File: config.mk
export PLATFORM = sky130hd
export DESIGN_NAME = alu_divider
export DESIGN_NICKNAME = d
export VERILOG_FILES = /design/src/rtl/alu_div_pkg.sv /design/src/rtl/alu_div_step.sv /design/src/rtl/alu_divider.sv
export SDC_FILE = /design/constraint.sdc
export NUM_CORES = 1
export LEC_CHECK = 0
export CAP_MARGIN = 5
export CORE_AREA = 2 2 67 69
export DETAILED_ROUTE_END_ITERATION = 12
export DIE_AREA = 0 0 69 71
export GPL_TIMING_DRIVEN = 0
export PLACE_DENSITY_LB_ADDON = 0.15
export SKIP_CTS_REPAIR_TIMING = 1
export SYNTH_ARGS = -nofsm -noshare
export SYNTH_HDL_FRONTEND = slang
export SYNTH_SLANG_ARGS = --single-unit
File: constraint.sdc
create_clock -name clk -period 2 [get_ports clk]
set_input_delay 0.3 -clock clk [delete_from_list [all_inputs] [get_ports clk]]
set_output_delay 0.3 -clock clk [all_outputs]
set_load 0.02 [all_outputs]
File: src/rtl/alu_div_pkg.sv
// Shared definitions for the per-thread iterative divider.
//   div_state_t          : FSM encoding (idle / iterating / result held)
//   DIV_WIDTH            : default operand width
//   DIV_BY_ZERO_QUOTIENT : quotient reported when the divisor is zero
//   DIV_CNT_W            : iteration counter width for the default width
//   div_cnt_width()      : counter width for an arbitrary operand width
package alu_div_pkg;

  typedef enum logic [1:0] {
    DIV_IDLE = 2'd0,
    DIV_CALC = 2'd1,
    DIV_DONE = 2'd2
  } div_state_t;

  localparam int DIV_WIDTH = 8;
  localparam logic [DIV_WIDTH-1:0] DIV_BY_ZERO_QUOTIENT = '1;
  localparam int DIV_CNT_W = $clog2(DIV_WIDTH);

  // The counter only has to reach w-1; keep at least one bit for w == 1.
  function automatic int div_cnt_width(input int w);
    return (w > 1) ? $clog2(w) : 1;
  endfunction

endpackage

File: src/rtl/alu_div_step.sv
// One restoring-division step (purely combinational).
// Ports:
//   rem_in  : current partial remainder (always < div_in)
//   quo_in  : current quotient register (low bits hold quotient so far,
//             high bits still hold unconsumed dividend bits)
//   div_in  : latched divisor (non-zero)
//   rem_out : partial remainder after the step
//   quo_out : quotient register after the step
module alu_div_step #(
  parameter int WIDTH = 8
) (
  input  logic [WIDTH-1:0] rem_in,
  input  logic [WIDTH-1:0] quo_in,
  input  logic [WIDTH-1:0] div_in,
  output logic [WIDTH-1:0] rem_out,
  output logic [WIDTH-1:0] quo_out
);

  // Upper half of {rem, quo} << 1; needs WIDTH+1 bits because rem may
  // already use its top bit before the shift.
  logic [WIDTH:0]   upper;
  // One extra bit beyond upper acts as the borrow / sign of the trial.
  logic [WIDTH+1:0] diff;

  always_comb begin
    upper = {rem_in, quo_in[WIDTH-1]};
    diff  = {1'b0, upper} - {2'b00, div_in};
    if (!diff[WIDTH+1]) begin
      // Trial fits: difference is < divisor, so it fits in WIDTH bits.
      rem_out = WIDTH'(diff);
      quo_out = {quo_in[WIDTH-2:0], 1'b1};
    end else begin
      // Restore: upper < divisor here, so it also fits in WIDTH bits.
      rem_out = WIDTH'(upper);
      quo_out = {quo_in[WIDTH-2:0], 1'b0};
    end
  end

endmodule

File: src/rtl/alu_divider.sv
// Iterative unsigned restoring divider serving one thread's ALU.
// A request is accepted in IDLE, WIDTH restoring steps run in CALC (one per
// enabled clock), and the result is held in DONE until the ALU takes it.
// Divide-by-zero skips CALC and reports all-ones / dividend / flag.
// Ports:
//   clk, reset          : clock, synchronous active-low reset
//   enable              : thread active; low freezes the block
//   req_valid/req_ready : request handshake (dividend, divisor sampled)
//   resp_valid/resp_ready: response handshake (quotient, remainder,
//                         div_by_zero held stable while resp_valid)
//   busy                : state is not IDLE
module alu_divider
  import alu_div_pkg::*;
#(
  parameter int WIDTH = DIV_WIDTH
) (
  input  logic             clk,
  input  logic             reset,
  input  logic             enable,
  input  logic             req_valid,
  output logic             req_ready,
  input  logic [WIDTH-1:0] dividend,
  input  logic [WIDTH-1:0] divisor,
  output logic             resp_valid,
  input  logic             resp_ready,
  output logic [WIDTH-1:0] quotient,
  output logic [WIDTH-1:0] remainder,
  output logic             div_by_zero,
  output logic             busy
);

  localparam int CNT_W = div_cnt_width(WIDTH);

  div_state_t       state_reg, state_next;
  logic [CNT_W-1:0] count_reg, count_next;
  logic [WIDTH-1:0] quo_reg,   quo_next;
  logic [WIDTH-1:0] rem_reg,   rem_next;
  logic [WIDTH-1:0] div_reg,   div_next;
  logic             dbz_reg,   dbz_next;

  logic [WIDTH-1:0] step_rem;
  logic [WIDTH-1:0] step_quo;

  alu_div_step #(
    .WIDTH (WIDTH)
  ) u_step (
    .rem_in  (rem_reg),
    .quo_in  (quo_reg),
    .div_in  (div_reg),
    .rem_out (step_rem),
    .quo_out (step_quo)
  );

  always_ff @(posedge clk) begin
    if (!reset) begin
      state_reg <= DIV_IDLE;
      count_reg <= '0;
      quo_reg   <= '0;
      rem_reg   <= '0;
      div_reg   <= '0;
      dbz_reg   <= 1'b0;
    end else begin
      state_reg <= state_next;
      count_reg <= count_next;
      quo_reg   <= quo_next;
      rem_reg   <= rem_next;
      div_reg   <= div_next;
      dbz_reg   <= dbz_next;
    end
  end

  always_comb begin
    state_next = state_reg;
    count_next = count_reg;
    quo_next   = quo_reg;
    rem_next   = rem_reg;
    div_next   = div_reg;
    dbz_next   = dbz_reg;
    req_ready  = 1'b0;
    resp_valid = 1'b0;

    unique case (state_reg)
      DIV_IDLE: begin
        req_ready = enable;
        if (enable && req_valid) begin
          div_next = divisor;
          if (divisor != '0) begin
            state_next = DIV_CALC;
            count_next = '0;
            rem_next   = '0;
            // The dividend is shifted out of the quotient register one bit
            // per step while quotient bits are shifted in at the bottom.
            quo_next   = dividend;
            dbz_next   = 1'b0;
          end else begin
            state_next = DIV_DONE;
            quo_next   = {WIDTH{1'b1}};
            rem_next   = dividend;
            dbz_next   = 1'b1;
          end
        end
      end

      DIV_CALC: begin
        if (enable) begin
          rem_next   = step_rem;
          quo_next   = step_quo;
          count_next = count_reg + CNT_W'(1);
          if (count_reg == CNT_W'(WIDTH - 1)) begin
            state_next = DIV_DONE;
          end
        end
      end

      DIV_DONE: begin
        resp_valid = 1'b1;
        if (enable && resp_ready) begin
          state_next = DIV_IDLE;
        end
      end

      default: begin
        state_next = DIV_IDLE;
      end
    endcase
  end

  assign quotient    = quo_reg;
  assign remainder   = rem_reg;
  assign div_by_zero = dbz_reg;
  assign busy        = (state_reg != DIV_IDLE);

endmodule

==> flow_metrics.tcl <==
set metrics [dict create \
    synthArstFlopShare_pct 0 \
    avgSynthCellArea_sq_um 8.013 \
    r2r-start "quotient[7]" \
    ios 41 \
    die_y_um 71 \
    diodes 0 \
    instances_no_fill 332 \
    rr_worst_depth 8 \
    drt_first_pass_iters 4 \
    ir_worst_vdd_mv 0.3427 \
    drt_iter0_drc 163 \
    p_leak_nw 0.9525 \
    dp_hpwl_um 3745 \
    htree_num_levels 2 \
    numCtsBuffers 5 \
    r2r-end "remainder[6]" \
    grt_max_degree 11 \
    arrival_ps 2160 \
    clock_latency_ps 290 \
    maxSlewViolCount 0 \
    layout_min_cycle_time_ps 1947 \
    nNetsFinal 313 \
    ys_seq_elements 30 \
    drive_above_1_share_pct 13.93 \
    synth-edff-count 0 \
    coreArea_sq_mm 0.004204 \
    synth_seq_area_share_pct 31.89 \
    ys_types 46 \
    antenna_left 0 \
    synth_area_sq_mm 0.001883 \
    first_global_vias 1765 \
    post-synth-top-area-cell "dfxtp_1" \
    min_period_over_period_pct 97.33 \
    cp-start-kind "flip-flop" \
    worstPathRequired_ps 2220 \
    outcome "completed" \
    row_count 24 \
    cts_tree "done" \
    grt-ovfl-total 0 \
    dr_total_vias 1901 \
    cp_max_fo 4 \
    vias_per_cell 5.726 \
    io_buffers 38 \
    yosysWarnings 0 \
    endpoint_kind "flip-flop" \
    holdPathStages 2 \
    criticalPathCategory "flip-flop to flip-flop" \
    p_total_mw 1.736 \
    die_area_sq_mm 0.004899 \
    slew_headroom_pct 64.22 \
    hold_class "primary input to flip-flop" \
    start_util_pct 44.79 \
    cts.sinks 30 \
    antenna_found_initial 0 \
    fmax_ghz 0.5137 \
    grt_pass1_wl_um 8293 \
    yosys-top-cells-area "dfxtp_1, nand2_1, ha_1" \
    path_cells "inv_1, ha_2, fa_2, nand2b_4, a2111o_1, o311ai_2, o211ai_1, a21oi_1" \
    reg2reg_setup_slack_ps 50 \
    finalHoldViolCount 0 \
    synth_cells 235 \
    hold_end "state_reg[0]" \
    worstMarginPinSlew_ps 534.4 \
    gr-usage-all-layers_pct 21.10 \
    area_growth_pct 32.49 \
    drv_cap 0 \
    holdCritStartpoint "reset" \
    drc 0 \
    fin_skew_ps 7.475 \
    fp.dieW_um 69 \
    wl_per_cell_um 15.15 \
    power.density_mw_per_mm2 695.9 \
    slowest_delay_ps 380 \
    cp.buffers_inverters 1 \
    cts-root-buf "clkbuf_8" \
    placed_cells 325 \
    syn_nets 267 \
    path_clk_slew_ps 70 \
    synth_top_area_share_pct 31.89 \
    nFillCells 397 \
    wl_um 5031 \
    crit_slowest_cell "a2111o_1" \
    grt_setup_unrepaired "yes" \
    synth_ff_type "dfxtp_1" \
    cts_buffer_depth 2 \
    place.gp.congestion 0.8366 \
    setup_violations 0 \
    critical-path-top-delay-family "compound AO/OA/AOI/OAI gates" \
]
## worst register-to-register path, delay by kind of cell (launching register included)
kind	cells	cell delay, ps
fa+ha+maj	2	530
simple gates	1	160
compound gates	4	780
buf+inv	1	50
flops	1	360
## how the worst max path moves through the flow
stage                     slack (ps)   startpoint            to  depth (start not counted)
after floorplan                   40  quotient[7]  remainder[6]                          8
after global placement           -90  quotient[7]  remainder[6]                          8
after detailed placement         -90  quotient[7]  remainder[6]                          8
after CTS                       -120  quotient[7]  remainder[6]                          8
after global routing             -30  quotient[7]  remainder[6]                          8
final                             50  quotient[7]  remainder[6]                          8
## logic make-up after synthesis
kind of cell,after synthesis,share of synthesized area [%]
multiplexers,2,1.130
adder cells (fa/ha/maj),11,7.708
flip-flops,30,31.89
buffers and inverters,28,6.378
AND/OR/NAND/NOR,73,20.47
XOR/XNOR,1,0.4652
AO/OA/AOI/OAI,90,31.96
## cell usage in the layout, fill, tap and decap left out, types with 2 or more instances in the layout
master,instances
a211o_1,4
inv_2,2
nand2_1,35
ha_2,3
clkdlybuf4s50_1,37
clkbuf_8,6
dfxtp_2,2
o21a_1,2
o211ai_1,4
nand2b_1,6
nand4_1,5
a21oi_1,8
dfxtp_1,27
a21boi_1,10
inv_1,12
nand3_1,2
and2_1,3
ha_1,6
a2111o_1,2
o2111ai_1,3
a41oi_1,2
clkbuf_1,6
o21ai_0,18
nor2_1,9
a31oi_1,18
nand2b_4,2
a21o_1,2
buf_4,4
o21ai_1,8
buf_2,5
or4_4,2
## cell usage after synthesis (2+ instances only)
master / n
inv_2: 2
nor2_1: 9
o211ai_1: 4
buf_2: 6
o21ai_0: 18
nand2b_1: 8
a2111o_1: 2
o2111ai_1: 3
a21o_1: 2
clkbuf_1: 6
buf_4: 2
o21ai_1: 8
a211o_1: 4
a21oi_1: 8
and2_1: 3
a31oi_1: 18
nand3_1: 2
dfxtp_1: 30
o311ai_0: 2
a41oi_1: 3
or4_4: 2
nand2_1: 35
nand4_1: 5
ha_1: 10
inv_1: 12
o21a_1: 2
a21boi_1: 10
## final cells by class
class,instances,area (sq um),share of cell area (%)
Clock buffer,6,82.58,3.310
Sequential cell,30,606.8,24.32
Buffer,14,70.07,2.808
Timing Repair Buffer,39,390.4,15.65
Tap cell,52,65.06,2.608
Inverter,14,52.55,2.106
Multi-Input combinational cell,177,1227,49.20
## where the power goes
part	internal [mW]	leakage [nW]	switching (mW)
registers	0.637	0.247	0.0353
clock network	0.265	0.0431	0.226
logic	0.255	0.662	0.319
total	1.16	0.952	0.579
## layer usage
layer	global-route usage (%)	vias to the layer above	part of all wire, %
li1	-	956	-
met2	34.83	53	47
met1	27.43	883	46
met5	0	-	0
met3	3.704	9	4.5
met4	8.497	0	1.9
## per-stage QoR
step / utilization, % / hold WS [ps] / setup TNS [ps] / area [sq um] / setup slack, ps
finish: 59.35 / 358.1 / 0 / 2495 / 53.31
global route: 59.35 / 368.6 / -53.68 / 2495 / -34.12
CTS: 57.38 / 352.3 / -136.1 / 2412 / -119.0
detailed placement: 55.42 / 446.8 / -237.3 / 2330 / -89.49
global placement: 55.42 / 442.8 / -225.6 / 2330 / -94.77
floorplan: - / 434.8 / 0 / 1884 / 43.61
Note: power is estimated with default switching activity, not from simulation.
